### config.mk
export PLATFORM = sky130hd
export DESIGN_NAME = decode_issue_stage
export DESIGN_NICKNAME = d
export VERILOG_FILES = /design/src/rtl/decode_issue_stage.sv
export SDC_FILE = /design/constraint.sdc
export NUM_CORES = 1
export LEC_CHECK = 0
export BUFFER_PORTS_ARGS = -buffer_cell sky130_fd_sc_hd__buf_4
export CAP_MARGIN = 20
export CORE_ASPECT_RATIO = 0.5
export CORE_MARGIN = 2
export CORE_UTILIZATION = 58
export DETAILED_ROUTE_END_ITERATION = 7
export PLACE_DENSITY = 0.89
export SETUP_SLACK_MARGIN = 0.1
export SYNTH_ARGS = -nofsm -noshare
export SYNTH_HDL_FRONTEND = slang
export SYNTH_SLANG_ARGS = --single-unit
### constraint.sdc
create_clock -name clk_i -period 9.4 [get_ports clk_i]
set_clock_uncertainty 0.1 [all_clocks]
set_input_delay 1.88 -clock clk_i [delete_from_list [all_inputs] [get_ports clk_i]]
set_output_delay 1.88 -clock clk_i [all_outputs]
set_load 0.02 [all_outputs]
### src/rtl/decode_issue_stage.sv
// Decode/issue stage: RV32 decode, bypass operand select, MUL-latency scoreboard,
// RAW/WAW stall and a single registered output packet with valid/ready handshake.

module dis_operand #(
  parameter int DATA_WIDTH     = 32,
  parameter int REGISTER_WIDTH = 5,
  parameter int NUM_BYPASS     = 4
) (
  input  logic                                 need_i,
  input  logic [REGISTER_WIDTH-1:0]            rs_i,
  input  logic [DATA_WIDTH-1:0]                rf_data_i,
  input  logic                                 busy_i,
  input  logic [NUM_BYPASS-1:0]                byp_valid_i,
  input  logic [NUM_BYPASS-1:0]                byp_ready_i,
  input  logic [NUM_BYPASS*REGISTER_WIDTH-1:0] byp_reg_i,
  input  logic [NUM_BYPASS*DATA_WIDTH-1:0]     byp_data_i,
  output logic [DATA_WIDTH-1:0]                op_o,
  output logic                                 haz_o
);
  logic                  nz, hit, hit_rdy, any_rdy, match;
  logic [DATA_WIDTH-1:0] sel_data;

  assign nz = (rs_i != '0);

  // Walk from the oldest source down so the youngest match is the last writer.
  always_comb begin
    hit      = 1'b0;
    hit_rdy  = 1'b0;
    any_rdy  = 1'b0;
    sel_data = rf_data_i;
    match    = 1'b0;
    for (int i = NUM_BYPASS-1; i >= 0; i--) begin
      match = nz & byp_valid_i[i] & (byp_reg_i[i*REGISTER_WIDTH +: REGISTER_WIDTH] == rs_i);
      if (match) begin
        hit      = 1'b1;
        hit_rdy  = byp_ready_i[i];
        sel_data = byp_data_i[i*DATA_WIDTH +: DATA_WIDTH];
      end
      any_rdy = any_rdy | (match & byp_ready_i[i]);
    end
  end

  assign op_o  = nz ? sel_data : '0;
  assign haz_o = need_i & nz & ((hit & ~hit_rdy) | (busy_i & ~any_rdy));
endmodule

module decode_issue_stage #(
  parameter int DATA_WIDTH     = 32,
  parameter int REGISTER_WIDTH = 5,
  parameter int NUM_BYPASS     = 4,
  parameter int MUL_LATENCY    = 5
) (
  input  logic                                 clk_i,
  input  logic                                 rst_i,
  input  logic                                 valid_i,
  output logic                                 ready_o,
  input  logic [31:0]                          instr_i,
  input  logic                                 flush_i,
  input  logic [DATA_WIDTH-1:0]                rs1_data_i,
  input  logic [DATA_WIDTH-1:0]                rs2_data_i,
  input  logic [NUM_BYPASS-1:0]                byp_valid_i,
  input  logic [NUM_BYPASS-1:0]                byp_ready_i,
  input  logic [NUM_BYPASS*REGISTER_WIDTH-1:0] byp_reg_i,
  input  logic [NUM_BYPASS*DATA_WIDTH-1:0]     byp_data_i,
  output logic                                 out_valid_o,
  input  logic                                 out_ready_i,
  output logic                                 out_is_mul_o,
  output logic                                 out_is_wb_o,
  output logic [REGISTER_WIDTH-1:0]            out_wr_reg_o,
  output logic [DATA_WIDTH-1:0]                out_rs1_o,
  output logic [DATA_WIDTH-1:0]                out_rs2_o,
  output logic [DATA_WIDTH-1:0]                out_imm_o,
  output logic [5:0]                           out_shamt_o,
  output logic                                 stall_o
);
  localparam int NUM_REGS = 2**REGISTER_WIDTH;
  localparam int CW       = $clog2(MUL_LATENCY+1);

  localparam logic [6:0] OP_R    = 7'b0110011;
  localparam logic [6:0] OP_LD   = 7'b0000011;
  localparam logic [6:0] OP_ST   = 7'b0100011;
  localparam logic [6:0] OP_BR   = 7'b1100011;
  localparam logic [6:0] OP_IMM  = 7'b0010011;
  localparam logic [6:0] OP_JAL  = 7'b1101111;
  localparam logic [6:0] OP_JALR = 7'b1100111;
  localparam logic [6:0] OP_LUI  = 7'b0110111;
  localparam logic [6:0] OP_AUI  = 7'b0010111;

  typedef struct packed {
    logic                      is_mul;
    logic                      is_wb;
    logic [REGISTER_WIDTH-1:0] wr_reg;
    logic [DATA_WIDTH-1:0]     rs1;
    logic [DATA_WIDTH-1:0]     rs2;
    logic [DATA_WIDTH-1:0]     imm;
    logic [5:0]                shamt;
  } pkt_t;

  pkt_t  pkt_d, pkt_q;
  logic  out_valid_q;
  logic [CW-1:0]       sb_q [NUM_REGS];
  logic [CW-1:0]       sb_d [NUM_REGS];
  logic [NUM_REGS-1:0] sb_busy;

  logic [6:0] opc;
  logic       is_r, is_ld, is_st, is_br, is_imm, is_jal, is_jalr, is_lui, is_aui;
  logic       need1, need2, dec_wb, dec_mul;
  logic [REGISTER_WIDTH-1:0] rs1_idx, rs2_idx, rd_idx;
  logic [31:0] imm32;
  logic [1:0]  op_need, op_haz, op_busy;
  logic [1:0][REGISTER_WIDTH-1:0] op_rs;
  logic [1:0][DATA_WIDTH-1:0]     op_rf, op_val;
  logic        waw, hazard, accept, mul_hs;

  assign opc     = instr_i[6:0];
  assign is_r    = (opc == OP_R);
  assign is_ld   = (opc == OP_LD);
  assign is_st   = (opc == OP_ST);
  assign is_br   = (opc == OP_BR);
  assign is_imm  = (opc == OP_IMM);
  assign is_jal  = (opc == OP_JAL);
  assign is_jalr = (opc == OP_JALR);
  assign is_lui  = (opc == OP_LUI);
  assign is_aui  = (opc == OP_AUI);

  assign rs1_idx = REGISTER_WIDTH'(instr_i[19:15]);
  assign rs2_idx = REGISTER_WIDTH'(instr_i[24:20]);
  assign rd_idx  = REGISTER_WIDTH'(instr_i[11:7]);

  assign need1   = is_r | is_ld | is_st | is_br | is_imm;
  assign need2   = is_r | is_st | is_br;
  assign dec_wb  = is_r | is_ld | is_imm | is_jal | is_lui | is_aui;
  assign dec_mul = is_r & (instr_i[14:12] == 3'b000) & (instr_i[31:25] == 7'b0000001);

  always_comb begin
    imm32 = '0;
    if (is_ld | is_imm | is_jalr) imm32 = {{20{instr_i[31]}}, instr_i[31:20]};
    else if (is_st)  imm32 = {{20{instr_i[31]}}, instr_i[31:25], instr_i[11:7]};
    else if (is_br)  imm32 = {{19{instr_i[31]}}, instr_i[31], instr_i[7], instr_i[30:25],
                              instr_i[11:8], 1'b0};
    else if (is_jal) imm32 = {{11{instr_i[31]}}, instr_i[31], instr_i[19:12], instr_i[20],
                              instr_i[30:21], 1'b0};
    else if (is_lui | is_aui) imm32 = {instr_i[31:12], 12'b0};
  end

  assign op_need = {need2, need1};
  assign op_rs   = {rs2_idx, rs1_idx};
  assign op_rf   = {rs2_data_i, rs1_data_i};

  for (genvar g = 0; g < 2; g++) begin : g_op
    assign op_busy[g] = sb_busy[op_rs[g]];
    dis_operand #(
      .DATA_WIDTH(DATA_WIDTH), .REGISTER_WIDTH(REGISTER_WIDTH), .NUM_BYPASS(NUM_BYPASS)
    ) u_op (
      .need_i     (op_need[g]),
      .rs_i       (op_rs[g]),
      .rf_data_i  (op_rf[g]),
      .busy_i     (op_busy[g]),
      .byp_valid_i(byp_valid_i),
      .byp_ready_i(byp_ready_i),
      .byp_reg_i  (byp_reg_i),
      .byp_data_i (byp_data_i),
      .op_o       (op_val[g]),
      .haz_o      (op_haz[g])
    );
  end

  assign waw    = dec_wb & sb_busy[rd_idx];
  assign hazard = op_haz[0] | op_haz[1] | waw;

  assign ready_o = flush_i | (~hazard & (~out_valid_q | out_ready_i));
  assign stall_o = valid_i & hazard & ~flush_i;
  assign accept  = valid_i & ready_o;

  always_comb begin
    pkt_d        = '0;
    pkt_d.is_mul = dec_mul;
    pkt_d.is_wb  = dec_wb;
    pkt_d.wr_reg = rd_idx;
    pkt_d.rs1    = op_val[0];
    pkt_d.rs2    = op_val[1];
    pkt_d.imm    = DATA_WIDTH'(signed'(imm32));
    pkt_d.shamt  = is_imm ? {instr_i[25], instr_i[24:20]} : 6'd0;
  end

  // Scoreboard is armed when execute takes the MUL, not when it is decoded.
  assign mul_hs = out_valid_q & out_ready_i & pkt_q.is_mul & (pkt_q.wr_reg != '0);

  always_comb begin
    for (int r = 0; r < NUM_REGS; r++) begin
      sb_busy[r] = (sb_q[r] != '0);
      sb_d[r]    = sb_busy[r] ? sb_q[r] - CW'(1) : '0;
    end
    if (mul_hs) sb_d[pkt_q.wr_reg] = CW'(MUL_LATENCY);
  end

  always_ff @(posedge clk_i) begin
    if (rst_i) begin
      out_valid_q <= 1'b0;
      pkt_q       <= '0;
      for (int r = 0; r < NUM_REGS; r++) sb_q[r] <= '0;
    end else begin
      for (int r = 0; r < NUM_REGS; r++) sb_q[r] <= sb_d[r];
      if (flush_i) begin
        out_valid_q <= 1'b0;
      end else if (accept) begin
        out_valid_q <= 1'b1;
        pkt_q       <= pkt_d;
      end else if (out_ready_i) begin
        out_valid_q <= 1'b0;
      end
    end
  end

  assign out_valid_o  = out_valid_q;
  assign out_is_mul_o = pkt_q.is_mul;
  assign out_is_wb_o  = pkt_q.is_wb;
  assign out_wr_reg_o = pkt_q.wr_reg;
  assign out_rs1_o    = pkt_q.rs1;
  assign out_rs2_o    = pkt_q.rs2;
  assign out_imm_o    = pkt_q.imm;
  assign out_shamt_o  = pkt_q.shamt;
endmodule

==> results.sh, run 1 <==
export IMPL_clock_path_buffers=3
export IMPL_violations="design-rule violations"
export IMPL_rsz0062_at_grt="false"
export IMPL_regArea_um2=4124
export IMPL_irDropWorstVdd_mv=0.1399
export IMPL_dr_first_iter_drc_count=2244
export IMPL_drtAntennaViolNets=0
export IMPL_seq_area_frac_synth_pct=30.18
export IMPL_r2r_end="out_rs1_o[24]"
export IMPL_nets=2326
export IMPL_antenna_found_initial=1
export IMPL_synth_seq_cells=206
export IMPL_hpwl_mm=33.34
export IMPL_yosysUniqueCellTypes=64
export IMPL_start_kind="input pin"
export IMPL_powerDensity_nw_per_um2=132.5
export IMPL_p_leak_nw=7.450
export IMPL_grt_busiest_layer="met2"
export IMPL_met2_usage_pct=60.56
export IMPL_via_count=14482
export IMPL_htree_levels=1
export IMPL_final_core_util_pct=74.73
export IMPL_met3_usage_pct=7.592
export IMPL_synthCells=1734
export IMPL_criticalPathCategory="input pin to output pin"
export IMPL_synth_top_area_share_pct=30.18
export IMPL_die_h_um=112.5
export IMPL_cts_hold_buf=0
export IMPL_clk_pin_slew_ps=70
export IMPL_p_seq_share_pct=40.2
export IMPL_netlist_area_um2=13670
export IMPL_io_buffers=368
export IMPL_crit_fanout=50
export IMPL_r2r_setup_slack_ps=5090
export IMPL_crit_required_ps=7420
export IMPL_gr_usage_all_layers_pct=36.50
export IMPL_arrival_ps=5060
export IMPL_syn_num_nets=2055
export IMPL_die_x_um=221.1
export IMPL_fmax_ghz=0.1421
export IMPL_hold_violations=0
export IMPL_routed_via_density=6.223
export IMPL_ys_warn_count=0
export IMPL_status="finished with violations"
export IMPL_row_count=39
export IMPL_grt_overflow_total=0
export IMPL_r2r_cells=12
export IMPL_maxCapViolations=0
export IMPL_internal_power_mw=1.649
export IMPL_multi_input_area_um2=8691
export IMPL_fillers=1700
export IMPL_async_flop_share_pct=0
export IMPL_fin_cells=2327
export IMPL_design_area_um2=17180
export IMPL_cts_tree="yes"
export IMPL_finalMaxSlewViolations=0
export IMPL_io_pins=369
export IMPL_drt_wirelength_per_cell_um=20.28
export IMPL_grt_pass1_wl_mm=73.52
export IMPL_core_area_um2=22980
export IMPL_place_area_um2=16390
export IMPL_yosys_area_top_type="dfxtp_1"
export IMPL_route_detailed_drc=1
export IMPL_end_kind="output pin"
export IMPL_cp_startpoint="instr_i[24]"
export IMPL_dr_pass1_iters=8
export IMPL_grt_max_degree=115
export IMPL_clkPwrFrac_pct=40.8
export IMPL_worst_skew_pair_late_latency_ps=520
export IMPL_gp_congestion=0.9444
export IMPL_tightestPinTransition_ps=1141
export IMPL_final_layout_size_suffix_gt1_share_pct=26.40
export IMPL_synth_most_common_cell="nor2_1"
export IMPL_slew_headroom_pct=23.90
export IMPL_avgSynthCellArea_um2=7.881
export IMPL_timing_rr_start="sb_q[1][9]"
export IMPL_switchingPower_mw=0.6264
export IMPL_finalSetupViolations=0
export IMPL_cts_made_buffers=21
export IMPL_ctsRootBufferMaster="clkbuf_16"
export IMPL_combPwrFrac_pct=19.0
export IMPL_finalCriticalPeriod_ps=7036
export IMPL_cts_repair_resized=0
export IMPL_grt_met1_usage_pct=44.21
export IMPL_p_total_mw=2.275
export IMPL_synth_area_leaders="dfxtp_1, nor2_1, a21oi_1, ha_1, mux2_4"
export IMPL_die_area_um2=24880
export IMPL_placedCellCount=2288
export IMPL_grt_pass1_vias=13654
export IMPL_timing_final_crit_share_pct=74.85
export IMPL_tns_ps=0
export IMPL_synth_common_cells="nor2_1, dfxtp_1, a21oi_1, o21ai_0, nor2b_1"
export IMPL_start_util_pct=59.46
export IMPL_wl_mm=47.19
export IMPL_area_growth_pct=25.69
export IMPL_cts_sinks=206
export IMPL_synth_ff_type="dfxtp_1"
export IMPL_endpoint="stall_o"
export IMPL_cts_setup_buffers=0
export IMPL_switching_share_pct=27.53
export IMPL_synth_edff_count=0
export IMPL_hold_path_class="flip-flop to flip-flop"
## through the flow
stage	worst slack, ps	hold WS [ps]
final	2364	349.6
after global routing	2237	390.2
after CTS	2426	350.9
after detailed placement	2438	341.5
after global placement	2520	339.4
after floorplan	3175	326.0
## state kept, by name, summed over array words and instances (netlist names)
| register | flops |
|---|---|
| sb_q | 96 |
| out_imm_o | 32 |
| out_rs1_o | 32 |
| out_rs2_o | 32 |
| out_shamt_o | 6 |
| out_wr_reg_o | 5 |
| out_is_mul_o | 1 |
| out_is_wb_o | 1 |
| out_valid_o | 1 |
## layout by cell type, fill, tap and decap left out, types with 4 or more instances in the layout
master	count
o32ai_1	4
clkbuf_8	7
nand4_1	9
mux2i_1	49
xnor2_1	34
clkbuf_16	21
nor2_1	300
nand2_1	91
mux2_4	50
mux4_2	14
xor2_1	6
dfxtp_1	206
buf_4	384
mux2_2	18
nand2b_1	8
a211oi_1	91
a21oi_1	179
nand3_1	51
o41ai_2	11
o21ai_0	128
or2_2	4
ha_1	64
nor3_1	9
a311oi_1	34
inv_1	79
nor2b_1	93
## layer usage
metal  wire length, um  up-vias
met2             21790     1016
met4              3104        0
met1             17540     6646
met5                 0        -
met3              4751      237
li1                  -     6583
## area by class of cell
| type | instances | share of cell area, % |
|---|---|---|
| well taps | 307 | 2.236 |
| diodes | 1 | 0.01457 |
| clock buffers | 30 | 3.664 |
| inverters | 79 | 1.726 |
| multi-input cells | 1311 | 50.60 |
| flip-flops and latches | 206 | 24.01 |
| repair buffers | 386 | 17.01 |
| clock inverters | 7 | 0.7430 |
## worst max-delay path, stage by stage
cell and delay, ps:
buf_4 180, or4_1 730, o211ai_1 290, or2_2 350, buf_4 500, o2111a_1 260
o21ai_2 70, o211a_1 130, buf_4 250, nor3b_1 220, buf_4 170
## cell families after synthesis
logic type                 synth area share, %
adders and majority gates                5.860
buffers and inverters                    6.620
and+or+nand+nor                          19.40
xor gates and xnor gates                 2.564
AOI/OAI and AO/OA                        22.42
DFF                                      30.18
muxes                                    12.96
## power by group through the flow
stage	Sequential (mW)	Combinational [mW]	Clock (mW)
finish	0.914	0.432	0.929
global route	0.916	0.457	0.968
CTS	0.913	0.422	0.935
detailed placement	0.932	0.419	0
global placement	0.932	0.414	0
floorplan	0.959	0.204	0
## worst min-delay path by stage
stage / from / endpoint / slack (ps) / cells after the start
finish: sb_q[0][0] / sb_q[0][0] / 350 / 1
global route: sb_q[0][16] / sb_q[0][16] / 390 / 2
global placement: sb_q[0][0] / sb_q[0][0] / 340 / 1
CTS: sb_q[0][0] / sb_q[0][0] / 350 / 1
floorplan: sb_q[0][0] / sb_q[0][0] / 330 / 1
detailed placement: sb_q[0][0] / sb_q[0][0] / 340 / 1
Power figures use the tool's default switching activity.
==> inputs of run 2 (changes only) <==
--- a/config.mk
+++ b/config.mk
@@ -5,13 +5,14 @@
 export SDC_FILE = /design/constraint.sdc
 export NUM_CORES = 1
 export LEC_CHECK = 0
+export ABC_AREA = 1
 export BUFFER_PORTS_ARGS = -buffer_cell sky130_fd_sc_hd__buf_4
 export CAP_MARGIN = 20
 export CORE_ASPECT_RATIO = 0.5
 export CORE_MARGIN = 2
-export CORE_UTILIZATION = 58
+export CORE_UTILIZATION = 54
 export DETAILED_ROUTE_END_ITERATION = 7
-export PLACE_DENSITY = 0.89
+export PLACE_DENSITY = 0.83
 export SETUP_SLACK_MARGIN = 0.1
 export SYNTH_ARGS = -nofsm -noshare
 export SYNTH_HDL_FRONTEND = slang
==> constraint.sdc (replaced) <==
create_clock -name clk_i -period 7.4 [get_ports clk_i]
set_clock_uncertainty 0.1 [all_clocks]
set_input_delay 1.48 -clock clk_i [delete_from_list [all_inputs] [get_ports clk_i]]
set_output_delay 1.48 -clock clk_i [all_outputs]
set_load 0.02 [all_outputs]
==> run 2 against run 1 <==
Hold slack improved by 4.5 ps; global-route usage grew 0.35 points; largest power group is now sequential cells; routed wire length rose by 12%; clock power rose by 2.9%; the run now ends clean; utilization down 6.2 points; register-to-register slack lost 890 ps; via count increased by 15%.
==> results.sh, run 2 <==
export IMPL_gp_congestion=0.9916
export IMPL_finalSetupViolations=0
export IMPL_tns_ps=0
export IMPL_grt_pass1_vias=14798
export IMPL_synthCells=2296
export IMPL_start_kind="input pin"
export IMPL_grt_max_degree=104
export IMPL_synth_ff_type="dfxtp_1"
export IMPL_cts_made_buffers=20
export IMPL_dr_pass1_iters=6
export IMPL_hpwl_mm=38.43
export IMPL_crit_required_ps=5820
export IMPL_nets=2869
export IMPL_end_kind="output pin"
export IMPL_met2_usage_pct=57.99
export IMPL_drt_wirelength_per_cell_um=18.23
export IMPL_grt_pass1_wl_mm=80.95
export IMPL_area_growth_pct=23.24
export IMPL_grt_met1_usage_pct=49.64
export IMPL_powerDensity_nw_per_um2=161.1
export IMPL_synth_area_leaders="dfxtp_1, nor2_1, nand2_1, nand3_1, inv_1"
export IMPL_routed_via_density=5.734
export IMPL_netlist_area_um2=14170
export IMPL_drtAntennaViolNets=0
export IMPL_seq_area_frac_synth_pct=29.10
export IMPL_mostFrequentLayoutCell="nor2_1"
export IMPL_largest_register="sb_q"
export IMPL_tightestPinTransition_ps=1173
export IMPL_syn_num_nets=2617
export IMPL_yosysUniqueCellTypes=41
export IMPL_avgSynthCellArea_um2=6.172
export IMPL_crit_fanout=66
export IMPL_io_pins=369
export IMPL_die_x_um=233.1
export IMPL_synth_edff_count=0
export IMPL_clk_pin_slew_ps=60
export IMPL_final_layout_size_suffix_gt1_share_pct=19.01
export IMPL_worst_skew_pair_late_latency_ps=520
export IMPL_timing_final_crit_share_pct=82.29
export IMPL_cts_hold_buf=0
export IMPL_die_area_um2=27630
export IMPL_grt_overflow_total=0
export IMPL_finalMaxSlewViolations=0
export IMPL_io_buffers=368
export IMPL_start_util_pct=55.58
export IMPL_rsz0062_at_grt="false"
export IMPL_arrival_ps=4510
export IMPL_finalCriticalPeriod_ps=6090
export IMPL_final_core_util_pct=68.50
export IMPL_slew_headroom_pct=21.77
export IMPL_clock_path_buffers=3
export IMPL_ctsRootBufferMaster="clkbuf_16"
export IMPL_wl_mm=52.95
export IMPL_maxCapViolations=0
export IMPL_antenna_found_initial=6
export IMPL_route_detailed_drc=0
export IMPL_grt_busiest_layer="met2"
export IMPL_cts_repair_resized=0
export IMPL_dr_first_iter_drc_count=1945
export IMPL_yosys_area_top_type="dfxtp_1"
export IMPL_synth_most_common_cell="nor2_1"
export IMPL_synth_seq_cells=206
export IMPL_hold_violations=0
export IMPL_p_leak_nw=9.017
export IMPL_htree_levels=1
export IMPL_criticalPathCategory="input pin to output pin"
export IMPL_gr_usage_all_layers_pct=36.85
export IMPL_final_cell_mix="nor2_1, nand2_1, buf_4, inv_1, dfxtp_1"
export IMPL_irDropWorstVdd_mv=0.1488
export IMPL_cts_sinks=206
export IMPL_status="finished, final reports clean"
export IMPL_row_count=41
export IMPL_met3_usage_pct=6.877
export IMPL_largest_reg_flops=96
export IMPL_synth_common_cells="nor2_1, nand2_1, inv_1, dfxtp_1, nand3_1"
export IMPL_cts_setup_buffers=0
export IMPL_ys_warn_count=0
export IMPL_via_count=16658
export IMPL_cts_tree="yes"
export IMPL_async_flop_share_pct=0
export IMPL_core_area_um2=25500
export IMPL_fmax_ghz=0.1642
export IMPL_r2r_setup_slack_ps=4200
export IMPL_synth_top_area_share_pct=29.10
export IMPL_hold_path_class="flip-flop to flip-flop"
export IMPL_die_h_um=118.6
-- run 2: power breakdown --
group	total (mW)	internal, mW	switching [mW]
Combinational	0.674	0.269	0.405
Clock	0.956	0.507	0.449
Sequential	1.18	1.15	0.0299
-- run 2: worst max-delay path, cell delays in order --
cell and delay, ps:
buf_4 190, inv_2 340, nand3_2 740, inv_2 300, a211oi_1 90, nand2_2 70
buf_4 460, nand2_1 100, inv_1 70, nand2_1 60, a21oi_1 130, nor2_1 80
nor3_1 180, buf_4 180
-- run 2: path summary, 6_finish.rpt --
check	from	to	cells past startpoint
min reg2reg	sb_q[0][1]	sb_q[0][1]	2
min	sb_q[0][1]	sb_q[0][1]	2
max	instr_i[20]	stall_o	14
max reg2reg	sb_q[0][6]	out_rs2_o[8]	16
-- run 2: cell type report --
type                    instances  area (um2)
multi-input cells            1683        8442
fillers                      2347        8031
flip-flops and latches        206        4124
repair buffers                383        2920
inverters                     254       962.2
clock buffers                  25       529.3
well taps                     344       430.4
clock inverters                 6       46.29
diodes                          4       10.01
-- run 2: cell families after synthesis --
family | Yosys count | synth area share, %
compound gates | 353 | 14.83
xor+xnor | 9 | 0.5562
mux | 1 | 0.07064
simple gates | 1256 | 38.33
buf+inv | 407 | 11.46
flops | 206 | 29.10
fa+ha+maj | 64 | 5.651
-- run 2: routing by layer --
layer,wire length [um],share of wire [%]
met1,21910,41
met2,23510,44
met3,5334,10
met4,2184,4.1
met5,13,0.025
-- run 2: stage by stage --
step / power (mW) / hold slack (ps) / cell area, um2 / setup slack, ps / std cells
floorplan: 1.576 / 326.7 / 14170 / 2775 / 2296
global placement: 1.861 / 342.4 / 16850 / 1338 / 2869
CTS: 2.807 / 356.0 / 17430 / 1331 / 2900
global route: 2.929 / 403.3 / 17460 / 1038 / 2905
finish: 2.814 / 354.1 / 17460 / 1310 / 2905
detailed placement: 1.866 / 343.7 / 16850 / 1340 / 2869
==> inputs of run 3 (changes only) <==
--- a/config.mk
+++ b/config.mk
@@ -10,9 +10,9 @@
 export CAP_MARGIN = 20
 export CORE_ASPECT_RATIO = 0.5
 export CORE_MARGIN = 2
-export CORE_UTILIZATION = 54
+export CORE_UTILIZATION = 49
 export DETAILED_ROUTE_END_ITERATION = 7
-export PLACE_DENSITY = 0.83
+export PLACE_DENSITY = 0.8
 export SETUP_SLACK_MARGIN = 0.1
 export SYNTH_ARGS = -nofsm -noshare
 export SYNTH_HDL_FRONTEND = slang
==> constraint.sdc (replaced) <==
create_clock -name clk_i -period 5.35 [get_ports clk_i]
set_clock_uncertainty 0.1 [all_clocks]
set_input_delay 1.07 -clock clk_i [delete_from_list [all_inputs] [get_ports clk_i]]
set_output_delay 1.07 -clock clk_i [all_outputs]
set_load 0.02 [all_outputs]
==> run 3 against run 2 <==
Flip-flop and latch count is the same; cell count increased by 1.7%; clock-buffer cell count up 4; critical path type unchanged; highest routed layer is now met4.
==> results.sh, run 3 (synthesis results as in run 2) <==
export IMPL_cts_setup_buffers=0
export IMPL_finalCriticalPeriod_ps=4359
export IMPL_route_detailed_drc=0
export IMPL_cpMaxStageDelayCell="nand3_2"
export IMPL_dr_first_iter_drc_count=1697
export IMPL_path_depth=15
export IMPL_gp_congestion=1.004
export IMPL_cp_common_cell="nand2_1"
export IMPL_grt_pass1_wl_mm=81.45
export IMPL_cts_made_buffers=21
export IMPL_crit_required_ps=4180
export IMPL_largest_reg_flops=96
export IMPL_row_count=43
export IMPL_grt_overflow_total=0
export IMPL_cts_hold_buf=0
export IMPL_r2r_setup_slack_ps=2150
export IMPL_p_leak_nw=9.107
export IMPL_fmax_ghz=0.2294
export IMPL_routed_via_density=5.557
export IMPL_slew_headroom_pct=38.57
export IMPL_largest_register="sb_q"
export IMPL_cp_startpoint="instr_i[20]"
export IMPL_die_area_um2=30380
export IMPL_drt_wirelength_per_cell_um=17.85
export IMPL_wl_mm=52.72
export IMPL_hold_violations=0
export IMPL_mostFrequentLayoutCell="nor2_1"
export IMPL_endpoint="ready_o"
export IMPL_grt_pass1_vias=14674
export IMPL_critical_path_top_delay_family="simple AND/OR/NAND/NOR gates"
export IMPL_combPwrFrac_pct=23.0
export IMPL_hold_path_class="flip-flop to flip-flop"
export IMPL_criticalPathCategory="input pin to output pin"
export IMPL_die_h_um=124.3
export IMPL_internal_power_mw=2.823
export IMPL_cts_repair_resized=0
export IMPL_switching_share_pct=30.74
export IMPL_final_layout_size_suffix_gt1_share_pct=19.53
export IMPL_r2r_cells=16
export IMPL_tns_ps=0
export IMPL_irDropWorstVdd_mv=0.1985
export IMPL_htree_levels=1
export IMPL_maxCapViolations=0
export IMPL_crit_fanout=24
export IMPL_start_kind="input pin"
export IMPL_timing_rr_start="sb_q[0][36]"
export IMPL_clkPwrFrac_pct=36.8
export IMPL_via_count=16414
export IMPL_arrival_ps=3190
export IMPL_tightestPinTransition_ps=921.4
export IMPL_final_cell_mix="nor2_1, nand2_1, buf_4, inv_1, dfxtp_1"
export IMPL_clk_pin_slew_ps=70
export IMPL_dr_pass1_iters=7
export IMPL_timing_final_crit_share_pct=81.47
export IMPL_io_pins=369
export IMPL_powerDensity_nw_per_um2=230.8
export IMPL_clock_path_buffers=3
export IMPL_status="finished, final reports clean"
export IMPL_die_x_um=244.5
export IMPL_regArea_um2=4124
export IMPL_crit_buf_inv=4
export IMPL_cpPeakStageDelay_ps=350
export IMPL_grt_max_degree=82
export IMPL_fillers=2708
export IMPL_area_growth_pct=24.62
export IMPL_switchingPower_mw=1.253
export IMPL_rsz0062_at_grt="false"
export IMPL_hpwl_mm=38.39
export IMPL_finalSetupViolations=0
export IMPL_io_buffers=368
export IMPL_end_kind="output pin"
export IMPL_drtAntennaViolNets=0
export IMPL_core_area_um2=28080
export IMPL_finalMaxSlewViolations=0
export IMPL_fin_cells=2954
export IMPL_r2r_end="out_rs1_o[3]"
export IMPL_cts_tree="yes"
export IMPL_gr_usage_all_layers_pct=33.27
export IMPL_start_util_pct=50.46
export IMPL_path_cells="buf_4, inv_2, nand3_2, inv_2, nor2_1, nand3_1, nand2_1, a21oi_1, nand2_1, nand2_1, nand2_1, nand2_1, nand3_2, nand2_1, buf_4"
export IMPL_ctsRootBufferMaster="clkbuf_16"
export IMPL_worst_skew_pair_late_latency_ps=530
export IMPL_antenna_found_initial=1
export IMPL_multi_input_area_um2=8442
export IMPL_nets=2879
export IMPL_placedCellCount=2916
export IMPL_hold_path_startpoint="sb_q[0][0]"
export IMPL_cts_sinks=206
export IMPL_p_seq_share_pct=40.2
run 3: cell count changes in the layout (fill, tap and decap cells not counted):
cell       previous run  this run
buf_4               380       391
clkbuf_8              1         6
diode_2               4         1
buf_12                2         0
clkbuf_1              4         2
bufinv_16             0         1
clkbuf_16            20        21
clkinv_2              4         3
clkinv_4              0         1
clkinv_8              1         0
inv_6                 0         1
run 3: layout make-up:
cell class | count | area share [%]
inverter | 254 | 5.449
clock inverter | 7 | 0.4109
clock buffer | 29 | 3.486
sequential | 206 | 23.35
antenna | 1 | 0.01417
multi-input combinational | 1683 | 47.80
timing repair buffer | 392 | 16.78
tap | 382 | 2.707
run 3: stage by stage:
step	setup WS (ps)	hold slack [ps]	area [um2]	total power [mW]	utilization, %
2_1_floorplan	1545	326.7	14170	2.180	-
3_3_place_gp	1095	340.9	16940	2.584	60.32
3_5_place_dp	1053	345.7	16940	2.587	60.32
4_1_cts	1049	364.0	17630	4.081	62.77
5_1_grt	782.9	395.1	17660	4.258	62.88
6_report	991.1	365.4	17660	4.075	62.88
run 3: worst min path at each step:
stage / to / slack (ps) / cells after the start
detailed placement: sb_q[0][0] / 350 / 1
finish: sb_q[0][0] / 370 / 1
floorplan: sb_q[0][0] / 330 / 1
global route: sb_q[0][0] / 400 / 1
global placement: sb_q[0][0] / 340 / 1
CTS: sb_q[0][0] / 360 / 1
run 3: metal layers:
| metal | part of all wire (%) | up-vias | global-route usage (%) |
|---|---|---|---|
| met5 | 0 | - | 0 |
| met4 | 3.9 | 0 | 11.84 |
| met3 | 8.6 | 140 | 5.990 |
| met2 | 45 | 733 | 54.08 |
| met1 | 43 | 7518 | 44.27 |
| li1 | - | 8023 | - |
run 3: power by group through the flow:
stage	registers, mW	clock network [mW]	logic (mW)
global placement	1.67	0	0.915
floorplan	1.74	0	0.444
CTS	1.64	1.52	0.920
global route	1.64	1.60	1.01
finish	1.64	1.50	0.938
detailed placement	1.67	0	0.916
